<file path="src/rtl/mem_arb_pkg.sv">
// Shared definitions for the two-port memory bus arbiter and its watchdog.
// Holds the state/owner encodings, the watchdog width and the arbitration helper.
package mem_arb_pkg;

  localparam logic ARB_IDLE = 1'b0;
  localparam logic ARB_BUSY = 1'b1;

  localparam logic OWNER_CPU = 1'b0;
  localparam logic OWNER_AUX = 1'b1;

  localparam int unsigned WDOG_WIDTH = 16;

  typedef enum logic {
    StIdle = ARB_IDLE,
    StBusy = ARB_BUSY
  } arb_state_e;

  typedef struct packed {
    logic [3:0]  wstrb;
    logic [31:0] addr;
    logic [31:0] wdata;
  } mem_req_t;

  // Round-robin pick: a lone requester wins, a tie goes to whoever did not go last.
  function automatic logic arb_pick(input logic v0, input logic v1, input logic last_owner);
    logic pick;
    if (v0 && v1) begin
      pick = ~last_owner;
    end else if (v1) begin
      pick = OWNER_AUX;
    end else begin
      pick = OWNER_CPU;
    end
    return pick;
  endfunction

endpackage

</file>
<file path="src/rtl/bus_watchdog.sv">
// Saturating transaction watchdog: cleared while idle, counts while enabled,
// flags expiry on the TIMEOUT_CYCLES-th enabled cycle.
module bus_watchdog
  import mem_arb_pkg::*;
#(
  parameter int unsigned TIMEOUT_CYCLES = 255,
  parameter int unsigned Width          = WDOG_WIDTH
) (
  input  logic clk_i,
  input  logic rst_ni,
  input  logic clear_i,
  input  logic enable_i,
  output logic expire_o
);

  localparam logic [Width-1:0] CountMax = '1;
  localparam logic [Width-1:0] CountOne = Width'(1);
  localparam logic [Width-1:0] ExpireAt = Width'(TIMEOUT_CYCLES - 1);

  logic [Width-1:0] count_q, count_d;

  // Clear has priority; the count holds at all-ones instead of wrapping.
  always_comb begin
    count_d = count_q;
    if (clear_i) begin
      count_d = '0;
    end else if (enable_i && (count_q != CountMax)) begin
      count_d = count_q + CountOne;
    end
  end

  always_ff @(posedge clk_i or negedge rst_ni) begin
    if (!rst_ni) begin
      count_q <= '0;
    end else begin
      count_q <= count_d;
    end
  end

  assign expire_o = enable_i && (count_q == ExpireAt);

endmodule

</file>
<file path="src/rtl/mem_bus_arbiter.sv">
// Round-robin arbiter sharing one valid/ready memory port between the CPU (port 0)
// and an auxiliary master (port 1), with a per-transaction watchdog.
module mem_bus_arbiter
  import mem_arb_pkg::*;
#(
  parameter int unsigned TIMEOUT_CYCLES = 255,
  parameter bit          TIMEOUT_EN     = 1'b1
) (
  input  logic        clk,
  input  logic        resetn,

  input  logic        m0_valid,
  output logic        m0_ready,
  input  logic [3:0]  m0_wstrb,
  input  logic [31:0] m0_addr,
  input  logic [31:0] m0_wdata,
  output logic [31:0] m0_rdata,
  output logic        m0_access_fault,

  input  logic        m1_valid,
  output logic        m1_ready,
  input  logic [3:0]  m1_wstrb,
  input  logic [31:0] m1_addr,
  input  logic [31:0] m1_wdata,
  output logic [31:0] m1_rdata,
  output logic        m1_access_fault,

  output logic        mem_valid,
  input  logic        mem_ready,
  output logic [3:0]  mem_wstrb,
  output logic [31:0] mem_addr,
  output logic [31:0] mem_wdata,
  input  logic [31:0] mem_rdata,
  input  logic        mem_access_fault,

  output logic [1:0]  busy_owner
);

  arb_state_e state_q, state_d;
  logic       owner_q, owner_d;
  logic       last_owner_q, last_owner_d;

  logic       busy;
  logic       owner_valid;
  logic       wdog_expire;
  logic       timeout;
  logic       done;
  logic       fault;
  mem_req_t   req0, req1, req_sel;

  assign req0 = '{wstrb: m0_wstrb, addr: m0_addr, wdata: m0_wdata};
  assign req1 = '{wstrb: m1_wstrb, addr: m1_addr, wdata: m1_wdata};

  assign busy        = (state_q == StBusy);
  assign owner_valid = (owner_q == OWNER_AUX) ? m1_valid : m0_valid;
  assign req_sel     = (owner_q == OWNER_AUX) ? req1 : req0;

  // A slave answer in the expiry cycle still completes normally.
  assign timeout = TIMEOUT_EN && wdog_expire && !mem_ready;

  bus_watchdog #(
    .TIMEOUT_CYCLES(TIMEOUT_CYCLES),
    .Width         (WDOG_WIDTH)
  ) u_wdog (
    .clk_i   (clk),
    .rst_ni  (resetn),
    .clear_i (!busy),
    .enable_i(busy),
    .expire_o(wdog_expire)
  );

  always_comb begin
    state_d      = state_q;
    owner_d      = owner_q;
    last_owner_d = last_owner_q;
    done         = 1'b0;
    fault        = 1'b0;

    case (state_q)
      StIdle: begin
        if (m0_valid || m1_valid) begin
          owner_d = arb_pick(m0_valid, m1_valid, last_owner_q);
          state_d = StBusy;
        end
      end
      StBusy: begin
        if (!owner_valid) begin
          // Master withdrew its request: drop it silently, fairness unchanged.
          state_d = StIdle;
        end else if (mem_ready) begin
          done         = 1'b1;
          fault        = mem_access_fault;
          state_d      = StIdle;
          last_owner_d = owner_q;
        end else if (timeout) begin
          done         = 1'b1;
          fault        = 1'b1;
          state_d      = StIdle;
          last_owner_d = owner_q;
        end
      end
      default: begin
        state_d = StIdle;
      end
    endcase
  end

  always_ff @(posedge clk or negedge resetn) begin
    if (!resetn) begin
      state_q      <= StIdle;
      owner_q      <= OWNER_CPU;
      last_owner_q <= OWNER_AUX;
    end else begin
      state_q      <= state_d;
      owner_q      <= owner_d;
      last_owner_q <= last_owner_d;
    end
  end

  assign mem_valid = busy;
  assign mem_wstrb = busy ? req_sel.wstrb : '0;
  assign mem_addr  = busy ? req_sel.addr  : '0;
  assign mem_wdata = busy ? req_sel.wdata : '0;

  assign m0_ready        = done && (owner_q == OWNER_CPU);
  assign m1_ready        = done && (owner_q == OWNER_AUX);
  assign m0_access_fault = done && fault && (owner_q == OWNER_CPU);
  assign m1_access_fault = done && fault && (owner_q == OWNER_AUX);

  assign m0_rdata = mem_rdata;
  assign m1_rdata = mem_rdata;

  assign busy_owner = {busy, busy & owner_q};

endmodule

</file>
<file path="config.mk">
export PLATFORM = sky130hd
export DESIGN_NAME = mem_bus_arbiter
export DESIGN_NICKNAME = d
export VERILOG_FILES = /design/src/rtl/mem_arb_pkg.sv /design/src/rtl/bus_watchdog.sv /design/src/rtl/mem_bus_arbiter.sv
export SDC_FILE = /design/constraint.sdc
export NUM_CORES = 1
export LEC_CHECK = 0
export ABC_AREA = 1
export BUFFER_PORTS_ARGS = -buffer_cell sky130_fd_sc_hd__buf_4
export CORE_AREA = 3 3 121 123
export CTS_BUF_LIST = sky130_fd_sc_hd__clkbuf_8
export DETAILED_ROUTE_END_ITERATION = 8
export DIE_AREA = 0 0 124 126
export SYNTH_ARGS = -nofsm -noshare
export SYNTH_HDL_FRONTEND = slang
export SYNTH_SLANG_ARGS = --single-unit
</file>
<file path="constraint.sdc">
create_clock -name clk -period 1.65 [get_ports clk]
set_clock_uncertainty 0.05 [all_clocks]
set_input_delay 0.165 -clock clk [delete_from_list [all_inputs] [get_ports clk]]
set_output_delay 0.165 -clock clk [all_outputs]
set_load 0.005 [all_outputs]
</file>
Word level (Yosys, flattened, before mapping)
Cells that the tools add are included.
Word-level totals
  bits in registers: 19
  bits of input ports: 174
  output and inout port bits: 139
Operators by class
  add/sub/neg operators: 1
  equal/unequal tests: 3
  mux-type cells: 23
  bitwise operators: 4
  reductions and logical operators: 14
Operator list (count)
  $mux 68: 1
  $mux 32: 2
  $mux 16: 2
  $add 16x1->16 const B: 1
  $eq 16x8->1 const B: 1
  $mux 1: 16
  $ne 16x16->1 const B: 1
  $logic_and 1x1->1: 9
  $mux 4: 1
  $not 1->1: 3
  $reduce_and 3->1: 1
  $ne 2x1->1 const B: 1
  $pmux 1 s2: 1
  $reduce_and 2->1: 1
  $reduce_bool 2->1: 1
  $and 1x1->1: 1
  $logic_not 1->1: 1
  $logic_or 1x1->1: 1

Depth between registers and ports, before layout
  depth in word-level cells: 9
  depth in mapped cells: 11
  depth with buffers taken out: 11

By module
From an unflattened synthesis, not the netlist that was laid out.
Second synthesis, totals
  cells, all modules: 476
  area, all modules: 2723.9 um2
By module, submodules not included
  mem_bus_arbiter: times used 1, cells an instance 321, area each 1660.3 um2, sequential area each 76.3 um2
  bus_watchdog: times used 1, cells an instance 155, area each 1063.5 um2, sequential area each 400.4 um2

Worst setup path after synthesis
OpenSTA, ideal clock, no wires.
  kind: reg-to-output
  start point: register u_wdog.count_q[0]
  end point: output m1_access_fault
  arrival time: 1.175 ns
  data required time: 1.435 ns
  slack: 0.260 ns
  cell stages (with the launch flop): 11
  path buffers: 0
  cell sequence: dfrtp_1 inv_1 ha_1 inv_1 nor2_1 nand2_1 nor2_1 nand2_1 nand2_1 nand3_1 nor2_1
Between the ends
  cells in the longest elaborated chain, start to end: 9
  elaborated cells on any way between the ends: 12
  those cells by class: 1 x eq/ne; 7 x mux; 4 x reduce/logical
RTL lines
  start, declared: line bus_watchdog.sv:20  | logic [Width-1:0] count_q, count_d;
  start signal, assigned: line bus_watchdog.sv:36  | count_q <= count_d;
  $eq 16x8->1 *: line bus_watchdog.sv:40  | assign expire_o = enable_i && (count_q == ExpireAt);
  $logic_and 1x1->1 *: line bus_watchdog.sv:40
  $logic_and 1x1->1 *: line mem_bus_arbiter.sv:59  | assign timeout = TIMEOUT_EN && wdog_expire && !mem_ready;
  $mux 1 *: line mem_bus_arbiter.sv:95  | end else if (timeout) begin
  $mux 1: line mem_bus_arbiter.sv:90  | end else if (mem_ready) begin
  $mux 1: line mem_bus_arbiter.sv:87  | if (!owner_valid) begin
  $mux 1: line mem_bus_arbiter.sv:79  | case (state_q)
  $logic_and 1x1->1 * (2 in a row): line mem_bus_arbiter.sv:128  | assign m1_access_fault = done && fault && (owner_q == OWNER_AUX);
  end, declared: line mem_bus_arbiter.sv:26  | output logic m1_access_fault,
Mark *: on every way between the ends. The rest lies on a longest branch, timed or not.

Worst setup path after layout
Ends and elaborated chain as after synthesis.

==> flow_summary.ini <==
[sta]
setup_viol = 66
setup_ws_ns = -0.162
hold_viol_final = 0
tightestPinTransition_ns = 0.342
fin_tns_setup_ns = -3.01
slew_violations = 0
period_share_pct = 110
maxSlewHeadroom_pct = 77.2
worst_hold_slack_ns = 0.100
grt_setup_unrepaired = yes
fin_crit_ns = 1.81
fmax_mhz = 552

[floorplan]
start_util_pct = 19.2
core_um2 = 13800
die-width_um = 124
pin_count = 313
die_area_um2 = 15600
die_h_um = 126
num_rows = 43

[placed_design]
portBuffers = 216
detailed_place_hpwl_mm = 10.1
place.gp.congestion = 0.849

[pwr]
total_power_mw = 7.63
p_sw_mw = 3.57
p_seq_share_pct = 8.2
power_density_nw_per_um2 = 1470
internal_power_mw = 4.06
comb_power_share_pct = 87.2
switching_share_pct = 46.8
ir_worst_vdd_v = 0.000679
p_leak_nw = 2.51
pwr-share-clk_pct = 4.7

[clocking]
numCtsBuffers = 3
cts_tree = done
cts.sinks = 19
h-tree-depth = 1
cts_root_buf = clkbuf_8
clk_pin_slew_ns = 0.09
clk_path_buf_depth = 2
clk_latency_ns = 0.27

[finish]
layout_commonest_cell = buf_4
postLayoutCoreUtil_pct = 37.7
antennaDiodeCount = 0
drive_gt1_share_pct = 61.9
syn2layout_area_growth_pct = 96.2
most-common-layout-cells = buf_4 (224), nor2_1 (112), nand2_1 (54)
final_nets = 815

[critical_path]
max_stage_delay_ns = 0.40
slowest_stage = dfrtp_1
crit_buf_inv = 3
start_kind = flop
required_ns = 1.43
critPathMaxFanout = 3
cpMostUsedCell = nor2_1
crit_chain = inv_2 -> ha_1 -> inv_1 -> nor2_1 -> nand2_1 -> nor2_1 -> nand2_1 -> nand2_2 -> nand3_2 -> nor2_1 -> buf_4
arrival_ns = 1.60
critPathKind = flop to primary output
cp_top_family = simple AND/OR/NAND/NOR gates
end_kind = primary output

[synthesis]
ys_seq_elements = 19
synth_top_area_share_pct = 22.8
synth.distinct_cells = 23
yosys_warnings = 0
synth_area_um2 = 2650
synth_top_cells_by_area = nor2_1 (23%), buf_4 (18%), dfrtp_1 (17%), o21ai_0 (13%), nand2_1 (7.8%)
yosysTopAreaCell = nor2_1
synthCells = 471
syn_nets = 647
syn_avg_cell_area_um2 = 5.62
ys_seq_area_share_pct = 18.0

[run_status]
violations = setup timing
status = finished with violations

[route]
drt_iter0_markers = 161
num_vias = 3546
drt_pass1_iterations = 4
via_per_inst = 4.33
drc = 0
ant_nets = 0
wirelength_mm = 14.1
routedWlPerCell_um = 17.3

[grt]
met2_usage_pct = 25.8
grt_pass1_wl_mm = 18.9
first_global_vias = 3246
antenna_found_initial = 3
grtUsageTotal_pct = 15.8
grtUsageMet1_pct = 20.3
grt_overflow_total = 0
grt-busiest-layer = met2
grt_max_degree = 42
grt_use_met3_pct = 5.43

[min_path]
hold_path.class = primary input to flop

[job]
cap_violations = 0
-- cell families after synthesis --
family / after synthesis / synth area share, %
AOI/OAI and AO/OA: 73 / 14.0
buffers and inverters: 112 / 25.7
adders and majority gates: 2 / 0.945
and+or+nand+nor: 265 / 41.4
DFF: 19 / 18.0
-- repair_timing --
item | in CTS | in global routing
endpoints found under the setup margin | 55 | 84
pin swaps | 17 | 87
gates resized for setup | 66 | 191
buffers inserted | 10 | 4
cloned | 6 | 5
hold buffers | 1 | 0
hold endpoints to repair | 19 | 0
-- per-layer routing --
metal | up-vias | part of all wire (%)
li1 | 1766 | -
met1 | 1592 | 39
met2 | 151 | 50
met3 | 31 | 7.8
met4 | 6 | 2.1
met5 | - | 0.33
-- registers in the layout, indices dropped and copies added (netlist names) --
name            count
owner_q             1
mem_valid           1
last_owner_q        1
u_wdog.count_q     16
-- power by group through the flow --
| stage | Combinational, mW | Clock, mW | Sequential [mW] |
|---|---|---|---|
| 6_report | 6.65 | 0.357 | 0.622 |
| 5_1_grt | 7.15 | 0.387 | 0.628 |
| 4_1_cts | 5.21 | 0.364 | 0.618 |
| 3_5_place_dp | 4.07 | 0 | 0.623 |
| 3_3_place_gp | 4.08 | 0 | 0.622 |
| 2_1_floorplan | 1.87 | 0 | 0.578 |
-- worst min-delay path, delay by kind of cell --
family / cells / cell delay, ns
AND/OR/NAND/NOR: 2 / 0.13
buffers and inverters: 1 / 0.10
-- Yosys cell counts (all sizes together) --
cell    count
nor2      163
buf        73
o21ai      71
nand2      63
nand3      26
inv        20
clkbuf     18
dfrtp      18
or2         6
nand4       3
ha          2
nand3b      2
o21bai      2
and2        1
clkinv      1
dfstp       1
nor3        1
-- through the flow --
step	setup WS (ns)	cell area [um^2]	std cells
3_3_place_gp	0.0190	4050	790
3_5_place_dp	0.0408	4050	790
6_report	-0.162	5190	818
4_1_cts	-0.186	4480	811
5_1_grt	-0.293	5190	818
2_1_floorplan	0.260	2650	471
-- path summary, 6_finish.rpt --
path	startpoint	endpoint	slack, ns	cells after the start
setup / recovery	u_wdog.count_q[0]	m1_access_fault	-0.16	11
hold / removal	m1_valid	owner_q	0.10	3
setup reg to reg	u_wdog.count_q[0]	mem_valid	-0.06	13
hold reg to reg	last_owner_q	last_owner_q	0.44	2
max in group asynchronous	resetn	last_owner_q	1.02	2
min in group asynchronous	resetn	u_wdog.count_q[12]	0.26	2
-- area by class of cell --
cell class / instances / area (um^2)
tap: 180 / 225
sequential: 19 / 479
clock buffer: 3 / 41.3
inverter: 21 / 83.8
fill: 1457 / 8580
timing repair buffer: 254 / 2250
clock inverter: 1 / 7.51
multi-input combinational: 340 / 2110
Note: power is estimated with default switching activity, not from simulation.
